## config.mk

```make
export PLATFORM = sky130hd
export DESIGN_NAME = ring_period_counter_flat
export DESIGN_NICKNAME = d
export VERILOG_FILES = /design/src/rtl/ring_period_counter_if.sv /design/src/rtl/ring_period_counter.sv /design/src/flat_wrapper.sv
export SDC_FILE = /design/constraint.sdc
export NUM_CORES = 1
export LEC_CHECK = 0
export BUFFER_PORTS_ARGS = -buffer_cell sky130_fd_sc_hd__buf_2
export CORE_ASPECT_RATIO = 0.75
export CORE_MARGIN = 2
export CORE_UTILIZATION = 40
export CTS_CLUSTER_DIAMETER = 30
export DETAILED_ROUTE_END_ITERATION = 8
export HOLD_SLACK_MARGIN = 0.08
export SLEW_MARGIN = 20
export SYNTH_ARGS = -nofsm -noshare
export SYNTH_HDL_FRONTEND = slang
export SYNTH_SLANG_ARGS = --single-unit
```

## constraint.sdc

```tcl
create_clock -name wb_clk_i -period 3.7 [get_ports wb_clk_i]
set_input_delay 0.185 -clock wb_clk_i [delete_from_list [all_inputs] [get_ports wb_clk_i]]
set_output_delay 0.185 -clock wb_clk_i [all_outputs]
set_load 0.03 [all_outputs]
```

## src/rtl/ring_period_counter_if.sv

```systemverilog
// Software-side control/readout bundle of the ring period counter.
interface ring_period_counter_if #(
   parameter int CNT_W = 32,
   parameter int WIN_W = 32
);
   logic             start;
   logic [WIN_W-1:0] window_cycles;
   logic             busy;
   logic             done;
   logic             overflow;
   logic [CNT_W-1:0] count;

   modport master (
      output start, window_cycles,
      input  busy, done, overflow, count
   );

   modport slave (
      input  start, window_cycles,
      output busy, done, overflow, count
   );
endinterface

```

## src/rtl/ring_period_counter.sv

```systemverilog
// Enables the adder ring, synchronises its output and counts rising edges
// over a programmable window of wb_clk_i cycles.
//
// state   | meaning
// --------+-----------------------------------------------------------
// S_IDLE  | waiting for start; ring off
// S_RUN   | ring on, window counting down, edges counted
// S_DRAIN | ring off, SYNC_STAGES cycles flushing edges still in synchroniser
// S_DONE  | result held stable; start accepted as in S_IDLE
module ring_period_counter #(
   parameter int CNT_W       = 32,
   parameter int WIN_W       = 32,
   parameter int SYNC_STAGES = 2
) (
   input  logic                 wb_clk_i,
   input  logic                 rst_n,
   input  logic                 chain_in,
   output logic                 ring_en,
   ring_period_counter_if.slave bus
);

   typedef enum logic [1:0] {
      S_IDLE  = 2'd0,
      S_RUN   = 2'd1,
      S_DRAIN = 2'd2,
      S_DONE  = 2'd3
   } state_t;

   localparam logic [WIN_W-1:0] DRAIN_LEN = WIN_W'(SYNC_STAGES);
   localparam logic [CNT_W-1:0] CNT_MAX   = '1;

   state_t                 state_q, state_d;
   logic [SYNC_STAGES-1:0] sync_q;
   logic                   prev_q;
   logic                   rise;
   logic [WIN_W-1:0]       win_q, win_d;
   logic [CNT_W-1:0]       count_q, count_d;
   logic                   ovf_q, ovf_d;
   logic                   win_tc;
   logic                   counting;

   always_ff @(posedge wb_clk_i or negedge rst_n) begin
      if (!rst_n) begin
         sync_q <= '0;
         prev_q <= 1'b0;
      end else begin
         sync_q <= {sync_q[SYNC_STAGES-2:0], chain_in};
         prev_q <= sync_q[SYNC_STAGES-1];
      end
   end

   assign rise     = sync_q[SYNC_STAGES-1] & ~prev_q;
   assign win_tc   = (win_q == WIN_W'(1));
   assign counting = (state_q == S_RUN) || (state_q == S_DRAIN);

   always_ff @(posedge wb_clk_i or negedge rst_n) begin
      if (!rst_n) begin
         state_q <= S_IDLE;
         win_q   <= '0;
         count_q <= '0;
         ovf_q   <= 1'b0;
      end else begin
         state_q <= state_d;
         win_q   <= win_d;
         count_q <= count_d;
         ovf_q   <= ovf_d;
      end
   end

   always_comb begin
      state_d = state_q;
      win_d   = win_q;
      count_d = count_q;
      ovf_d   = ovf_q;

      // Saturate rather than wrap; overflow flags the lost edge.
      if (counting && rise) begin
         if (count_q == CNT_MAX) begin
            ovf_d = 1'b1;
         end else begin
            count_d = count_q + CNT_W'(1);
         end
      end

      case (state_q)
         S_IDLE, S_DONE: begin
            if (bus.start) begin
               count_d = '0;
               ovf_d   = 1'b0;
               if (bus.window_cycles == '0) begin
                  state_d = S_DONE;
               end else begin
                  state_d = S_RUN;
                  win_d   = bus.window_cycles;
               end
            end
         end
         S_RUN: begin
            win_d = win_q - WIN_W'(1);
            if (win_tc) begin
               state_d = S_DRAIN;
               win_d   = DRAIN_LEN;
            end
         end
         S_DRAIN: begin
            win_d = win_q - WIN_W'(1);
            if (win_tc) begin
               state_d = S_DONE;
            end
         end
         default: state_d = S_IDLE;
      endcase
   end

   // Decoded straight from state so reset drops the ring without waiting a clock.
   assign ring_en      = (state_q == S_RUN);
   assign bus.busy     = counting;
   assign bus.done     = (state_q == S_DONE);
   assign bus.overflow = ovf_q;
   assign bus.count    = count_q;

endmodule
```

## src/flat_wrapper.sv

```systemverilog
// flat-port wrapper written by rule: the top's interface ports become plain ports
module ring_period_counter_flat 
#(
   parameter int CNT_W       = 32,
   parameter int WIN_W       = 32,
   parameter int SYNC_STAGES = 2
)
  (wb_clk_i, rst_n, chain_in, ring_en, bus_start, bus_window_cycles, bus_busy, bus_done, bus_overflow, bus_count);
  ring_period_counter_if #(.CNT_W(CNT_W), .WIN_W(WIN_W)) bus_i ();
  input  logic wb_clk_i;
  input  logic rst_n;
  input  logic chain_in;
  output logic ring_en;
  input wire logic [$bits(bus_i.start)-1:0] bus_start;
  input wire logic [$bits(bus_i.window_cycles)-1:0] bus_window_cycles;
  output wire logic [$bits(bus_i.busy)-1:0] bus_busy;
  output wire logic [$bits(bus_i.done)-1:0] bus_done;
  output wire logic [$bits(bus_i.overflow)-1:0] bus_overflow;
  output wire logic [$bits(bus_i.count)-1:0] bus_count;
  assign bus_i.start = bus_start;
  assign bus_i.window_cycles = bus_window_cycles;
  assign bus_busy = bus_i.busy;
  assign bus_done = bus_i.done;
  assign bus_overflow = bus_i.overflow;
  assign bus_count = bus_i.count;
  ring_period_counter #(.CNT_W(CNT_W), .WIN_W(WIN_W), .SYNC_STAGES(SYNC_STAGES)) u_core (.wb_clk_i(wb_clk_i), .rst_n(rst_n), .chain_in(chain_in), .ring_en(ring_en), .bus(bus_i));
endmodule
```

# Word-level counts from Yosys, hierarchy flattened
# Index checks and enable logic that the tools add are counted.
# totals
reg_bits	70
input_bits	36
output_inout_bits	36
wordCells	43
# classes
n_addsub	2
eq_ne	9
mux	17
bitwise_logic	2
reduce_logical	7
# op_table
operator	count
32-bit 2-to-1 mux	7
32-bit case mux with 3 select lines	1
32-bit by 1-bit adder with 32-bit output, second input constant	1
32-bit by 1-bit == test with 1-bit output, second input constant	1
32-bit == test, second input constant	1
32-bit zero test	1
32-bit by 1-bit subtractor with 32-bit output, second input constant	1
2-bit 2-to-1 mux	4
2-bit case mux with 3 select lines	1
2-bit == test, second input constant	2
1-bit 2-to-1 mux	4
2-bit by 1-bit != test with 1-bit output, second input constant	2
2-bit != test, second input constant	2
3-bit AND reduction	1
2-bit by 1-bit == test with 1-bit output, second input constant	1
2-bit zero test	1
2-bit AND reduction	1
2-bit OR reduction	1
1-bit AND	1
1-bit logical AND	1
1-bit logical OR	1
1-bit NOT	1

# Depth between registers and ports, before layout
# Gate-level depths: netlist of the first run.
# depth
depth_word	6
depth_mapped	10
ltp_nobuf	8

# Least setup slack after synthesis of the first run
# Ideal clock, no wire load.
# synth_timing
kind	register to register
from	reg u_core.win_q[24]
to	reg u_core.win_q[22]
setup_ns	0.126
arrival_time_ns	2.681
required_time_ns	3.574
slack_ns	0.893
path_stages_with_launch	8
n_path_buf	1
period_less_slack_ns	2.807
path_cell_list	dfrtp_1 > or4_4 > or4_4 > or4_4 > o21a_1 > buf_6 > a21o_1 > a221o_1
# synth_via
elab_chain_cells	3
# synth_lines
element	line	rtl
start, declared	ring_period_counter.sv:36	logic [WIN_W-1:0] win_q, win_d;
start signal, assigned	ring_period_counter.sv:64	win_q <= win_d;
32-bit by 1-bit == test with 1-bit output	ring_period_counter.sv:53	assign win_tc = (win_q == WIN_W'(1));
32-bit 2-to-1 mux	ring_period_counter.sv:100	if (win_tc) begin
32-bit case mux with 3 select lines	ring_period_counter.sv:85	case (state_q)
# Every way passes these cells.
# A chain may end at the register's enable or synchronous reset.

# Worst setup path after layout of the first run
# layout_timing
from	reg u_core.win_q[5]
to	reg u_core.win_q[17]
# layout_via
elab_chain_cells	3
elab_cells_between_ends	4
classes_between	1 x add/sub; 1 x eq/ne; 2 x mux
# layout_lines
element	line
32-bit by 1-bit subtractor with 32-bit output or 32-bit by 1-bit == test with 1-bit output (tied branches)	ring_period_counter.sv:99, ring_period_counter.sv:106, ring_period_counter.sv:53
32-bit 2-to-1 mux	ring_period_counter.sv:100
32-bit case mux with 3 select lines (*)	ring_period_counter.sv:85
# Mark *: on every way between the ends. The rest lies on a longest branch, timed or not.

==> impl_metrics.tcl, run 1 <==
set metrics [dict create \
    clock-sinks 70 \
    place.gp.congestion 0.874 \
    grt_antenna_before_repair 0 \
    swShare 0.381 \
    hp-class "input port to flop" \
    insertion_delay_ns 0.34 \
    drive_gt1_frac 0.206 \
    gr-total-overflow 0 \
    grt_use_total 0.199 \
    avgSynthCellArea_sq_um 9.35 \
    yosys_warnings 0 \
    nFillCells 914 \
    cts_buffer_depth 2 \
    drc 0 \
    end_kind "flop" \
    holdWs_ns 0.103 \
    drt-total-wl_mm 10.5 \
    yosysUniqueCellTypes 50 \
    yosysSeqAreaShare 0.448 \
    maxSlewViolCount 0 \
    cts_tree "yes" \
    clock_skew_ns 0.00812 \
    synthArstFlopShare 1.00 \
    start_util 0.408 \
    ys.flop_type "dfrtp_1" \
    grt_pass1_vias 3184 \
    cpMaxStageDelayCell "or4_1" \
    die_y_um 89.6 \
    drt_pre_antenna_iters 4 \
    maxCapViolations 0 \
    postRouteAntennaNets 0 \
    startpoint_type "flop" \
    die-area_sq_mm 0.0106 \
    rsz0062_at_grt "no" \
    grt_pass1_wl_mm 16.7 \
    io_pins 72 \
    n_antenna_cell 0 \
    slew_headroom 0.388 \
    fmax_ghz 0.320 \
    drtIter0Drc 194 \
    cts_buffers 9 \
    worst_pin_slew_ns 0.917 \
    synth.cell_area_sq_mm 0.00391 \
    setup_viol 0 \
    cts_htree_levels 3 \
    crit_type "flop to flop" \
    nets 537 \
    path_cells "or4_1 -> or3_1 -> or4_4 -> o21ai_2 -> buf_4 -> nor3_1 -> a221o_1" \
    cp_data_required_time_ns 3.91 \
    chipWidth_um 118 \
    critPathBufInv 1 \
    coreArea_sq_mm 0.00958 \
    critPathMaxFanout 13 \
    p_sw_mw 1.35 \
    clkTransAtPathRegs_ns 0.06 \
    p_per_area_mw_per_mm2 734 \
    ctsResizeCount 0 \
    setup_tns_ns 0 \
    period_share 0.845 \
    pwr-share-seq 0.311 \
    post_cts_buffers 0 \
    critical-path-top-delay-family "simple AND/OR/NAND/NOR gates" \
    clock_power_share 0.305 \
    std_cell_rows 31 \
    vdd.ir_drop.worst_mv 0.350 \
    syn_inst 418 \
    port-buffer-count 71 \
    min_period_ns 3.13 \
    vias_per_cell 5.67 \
    slowest_delay_ns 0.62 \
    hold_viol_final 0 \
    internal_power_mw 2.20 \
    grt_max_degree 46 \
    leakage_nw 2.15 \
    combPwrFrac 0.385 \
    vias 3577 \
    routedWlPerCell_um 16.6 \
    crit_arrival_ns 3.34 \
    outcome "completed" \
    syn-num-nets 461 \
    dp_hpwl_mm 7.39 \
    synth-edff-count 0 \
    synth-seq-cells 70 \
    cts_root_buffer "clkbuf_16" \
    syn2layout_area_growth_pct 23.6 \
]
path summary, 6_finish.rpt:
path	slack (ns)	depth (start not counted)	start	end
min in group asynchronous	0.41	2	rst_n	u_core.win_q[14]
worst min register to register	0.35	0	u_core.sync_q[0]	u_core.sync_q[1]
worst max register to register	0.57	7	u_core.win_q[5]	u_core.win_q[17]
worst max-delay path	0.57	7	u_core.win_q[5]	u_core.win_q[17]
worst min-delay path	0.10	2	bus_window_cycles[10]	u_core.win_q[10]
max in group asynchronous	2.26	3	rst_n	u_core.bus.count[19]
cells by family after synthesis:
logic type      synth area share
simple gates               0.235
flops                      0.448
buf+inv                   0.0301
xor+xnor                  0.0627
compound gates             0.175
mux                       0.0262
fa+ha+maj                 0.0224
metrics by stage:
step / setup slack [ns] / total power, mW / instance area [sq um] / utilization / cells
3_3_place_gp: 0.649 / 2.44 / 4420 / 0.462 / 611
5_1_grt: 0.425 / 3.76 / 4830 / 0.505 / 631
2_1_floorplan: 0.893 / 2.10 / 3910 / - / 418
3_5_place_dp: 0.587 / 2.47 / 4420 / 0.462 / 611
4_1_cts: 0.570 / 3.57 / 4830 / 0.505 / 631
6_report: 0.572 / 3.55 / 4830 / 0.505 / 631
cells in the mapped netlist (all sizes together), types with 2 or more instances:
master    n  share of area
dfrtp    70           0.45
nor2     47          0.045
o21ai    30          0.039
nand2    24          0.023
nor3     20          0.026
nor4     19          0.030
or3      18          0.029
nand4    17          0.027
xor2     16          0.036
a221o    14          0.036
nand3    13          0.017
clkbuf   12          0.012
xnor2    12          0.027
a21oi    11          0.014
inv      10         0.0096
or4       9          0.021
a22oi     8          0.015
mux2i     8          0.020
ha        7          0.022
a21o      6          0.012
o22ai     6         0.0096
buf       5         0.0080
o211ai    4         0.0077
a31oi     3         0.0048
a32oi     3         0.0067
and4      2         0.0045
mux2      2         0.0058
o2bb2ai   2         0.0045
o311ai    2         0.0045
o31a      2         0.0045
power groups by stage:
| stage | combinational, mW | clock (mW) | sequential [mW] |
|---|---|---|---|
| after CTS | 1.37 | 1.10 | 1.10 |
| after detailed placement | 1.36 | 0 | 1.11 |
| after global placement | 1.34 | 0 | 1.11 |
| after floorplan | 1.02 | 0 | 1.09 |
| after global routing | 1.50 | 1.13 | 1.13 |
| final | 1.36 | 1.08 | 1.10 |
area by class of cell:
type                       instances  area, sq um  share of cell area
clock inverter                     6          133              0.0274
tap                              132          165              0.0342
inverter                          11         41.3             0.00854
clock buffer                      10          239              0.0494
multi-input combinational        320         2040               0.423
timing repair buffer              82          460              0.0953
sequential                        70         1750               0.362
repair_timing:
item,in CTS,in global routing
hold buffers,4,0
hold endpoints to repair,28,0
setup endpoints to repair,0,0
routing by layer:
layer / global-route usage / vias up / routed length [um] / part of all wire
li1: - / 1736 / - / -
met1: 0.298 / 1752 / 5460 / 0.52
met2: 0.290 / 79 / 4430 / 0.42
met3: 0.0436 / 10 / 479 / 0.046
met4: 0.0570 / 0 / 97 / 0.0093
met5: 0 / - / 0 / 0
sequential cells by signal, indices dropped and copies added (netlist names):
| register | flops |
|---|---|
| u_core.bus.count | 32 |
| u_core.win_q | 32 |
| u_core.state_q | 2 |
| u_core.sync_q | 2 |
| u_core.bus.overflow | 1 |
| u_core.prev_q | 1 |
placed cells by master (no fill, tap or decap), drive strengths merged, types with 9 or more instances in the layout:
master / n
a221o: 14
nor2: 47
clkbuf: 10
o21ai: 30
nand3: 13
inv: 10
buf: 78
dfrtp: 70
nor4: 19
nand2: 24
a21oi: 11
nor3: 20
xnor2: 12
nand4: 17
or4: 9
or3: 18
xor2: 16
Power figures use the tool's default switching activity.
==> run 2: changes to the inputs <==
==> constraint.sdc (replaced) <==
create_clock -name wb_clk_i -period 3.1 [get_ports wb_clk_i]
set_input_delay 0.155 -clock wb_clk_i [delete_from_list [all_inputs] [get_ports wb_clk_i]]
set_output_delay 0.155 -clock wb_clk_i [all_outputs]
set_load 0.03 [all_outputs]
==> run 2 against run 1 <==
Clock power shrank 12%. Combinational power grew 27%. Design area grew 1.6%. Total power increased by 12%. Critical endpoint is now u_core.win_q[5]. Highest routed layer unchanged.
==> impl_metrics.tcl, run 2 (synthesis results as in run 1) <==
set metrics [dict create \
    routedWlPerCell_um 16.3 \
    clock-sinks 70 \
    min_period_ns 2.98 \
    port-buffer-count 71 \
    drt-total-wl_mm 10.6 \
    final_cell_mix "71 x buf_2, 70 x dfrtp_1, 46 x nor2_1" \
    layout.cells.non_filler 651 \
    setup_viol 0 \
    vdd.ir_drop.worst_mv 0.333 \
    hold_end "u_core.win_q[21]" \
    fin_area_sq_mm 0.00491 \
    fmax_ghz 0.336 \
    hp-class "input port to flop" \
    std_cell_rows 31 \
    slew_headroom 0.385 \
    place_area_sq_mm 0.00451 \
    coreArea_sq_mm 0.00958 \
    die_y_um 89.6 \
    cts_buffers 9 \
    startpoint_type "flop" \
    worst_pin_slew_ns 0.923 \
    io_pins 72 \
    crit_type "flop to flop" \
    drt_pre_antenna_iters 5 \
    drtIter0Drc 297 \
    reg2reg_depth 7 \
    slowest_delay_ns 0.57 \
    grt_pass1_vias 3351 \
    grt_use_total 0.205 \
    grt_pass1_wl_mm 17.1 \
    drive_gt1_frac 0.214 \
    gr-total-overflow 0 \
    hold_start "bus_window_cycles[21]" \
    nets 558 \
    hold_depth 2 \
    cts_buffer_depth 2 \
    final.setup.worst_slack_ns 0.121 \
    placedCellCount 623 \
    post-place-ws_ns 0.156 \
    start_util 0.408 \
    crit_top_cell "or4_4" \
    n_antenna_cell 0 \
    syn2layout_area_growth_pct 25.6 \
    die-area_sq_mm 0.0106 \
    place.gp.congestion 0.894 \
    postRouteAntennaNets 0 \
    vias 3654 \
    crit_arrival_ns 3.20 \
    cts_htree_levels 3 \
    clkTransAtPathRegs_ns 0.06 \
    hold_viol_final 0 \
    critPathBufInv 1 \
    dp_hpwl_mm 7.50 \
    setup_tns_ns 0 \
    clock_skew_ns 0.00420 \
    reg2reg_from "u_core.win_q[18]" \
    maxCapViolations 0 \
    critical-path-top-delay-family "simple AND/OR/NAND/NOR gates" \
    grt_antenna_before_repair 0 \
    rsz0062_at_grt "no" \
    final_common_cell "buf_2" \
    drc 0 \
    cts_tree "yes" \
    insertion_delay_ns 0.33 \
    r2r_slack_ns 0.12 \
    leakage_nw 2.20 \
    cp_data_required_time_ns 3.32 \
    r2r-end "u_core.win_q[5]" \
    vias_per_cell 5.61 \
    outcome "completed" \
    period_share 0.961 \
    critPathMaxFanout 21 \
    grt_max_degree 37 \
    end_kind "flop" \
    chipWidth_um 118 \
    cpMaxStageDelayCell "or4_4" \
    maxSlewViolCount 0 \
    path_cells "or4_4 -> or4_1 -> or4_4 -> o21ai_2 -> buf_4 -> o21ai_1 -> a221o_1" \
    p_per_area_mw_per_mm2 812 \
    ctsResizeCount 0 \
    cts_root_buffer "clkbuf_16" \
]
run 2: cell count changes in the layout (fill, tap and decap cells not counted), sizes merged:
cell / previous run / this run
buf: 78 / 90
bufinv: 4 / 0
clkbuf: 10 / 14
clkinvlp: 1 / 0
dlygate4sd3: 4 / 13
run 2: power breakdown:
group / switching, mW / internal [mW] / total [mW]
combinational: 1.05 / 0.684 / 1.73
clock: 0.375 / 0.580 / 0.955
sequential: 0.198 / 1.11 / 1.30
run 2: layout make-up:
type	count	area (sq um)
Clock buffer	14	264
Clock inverter	1	5.00
Fill cell	940	4670
Inverter	11	41.3
Multi-Input combinational cell	320	2040
Sequential cell	70	1750
Tap cell	132	165
Timing Repair Buffer	103	641
run 2: worst max path at each step:
stage	startpoint	end	slack, ns	cells past startpoint
2_1_floorplan	u_core.win_q[24]	u_core.win_q[22]	0.29	7
3_3_place_gp	u_core.win_q[18]	u_core.win_q[4]	0.21	7
3_5_place_dp	u_core.win_q[18]	u_core.win_q[15]	0.16	7
4_1_cts	u_core.win_q[18]	u_core.win_q[4]	0.15	7
5_1_grt	u_core.win_q[18]	u_core.win_q[5]	0.008	7
6_report	u_core.win_q[18]	u_core.win_q[5]	0.12	7
run 2: routing by layer:
metal / up-vias / GRT usage / part of all wire
met1: 1754 / 0.298 / 0.51
met5: - / 0 / 0
met2: 108 / 0.297 / 0.42
met3: 14 / 0.0499 / 0.056
met4: 0 / 0.0767 / 0.015
li1: 1778 / - / -
run 2: repair_timing:
item,4_1_cts,5_1_grt
buffers inserted,0,0
hold endpoints to repair,46,1
hold buffers,12,1
run 2: metrics by stage:
step / util / power [mW] / hold slack, ns
after floorplan: - / 2.51 / -0.141
after global routing: 0.513 / 4.25 / 0.0856
final: 0.513 / 3.99 / 0.0784
after CTS: 0.512 / 4.00 / 0.0811
after global placement: 0.471 / 2.98 / 0.266
after detailed placement: 0.471 / 3.02 / 0.264
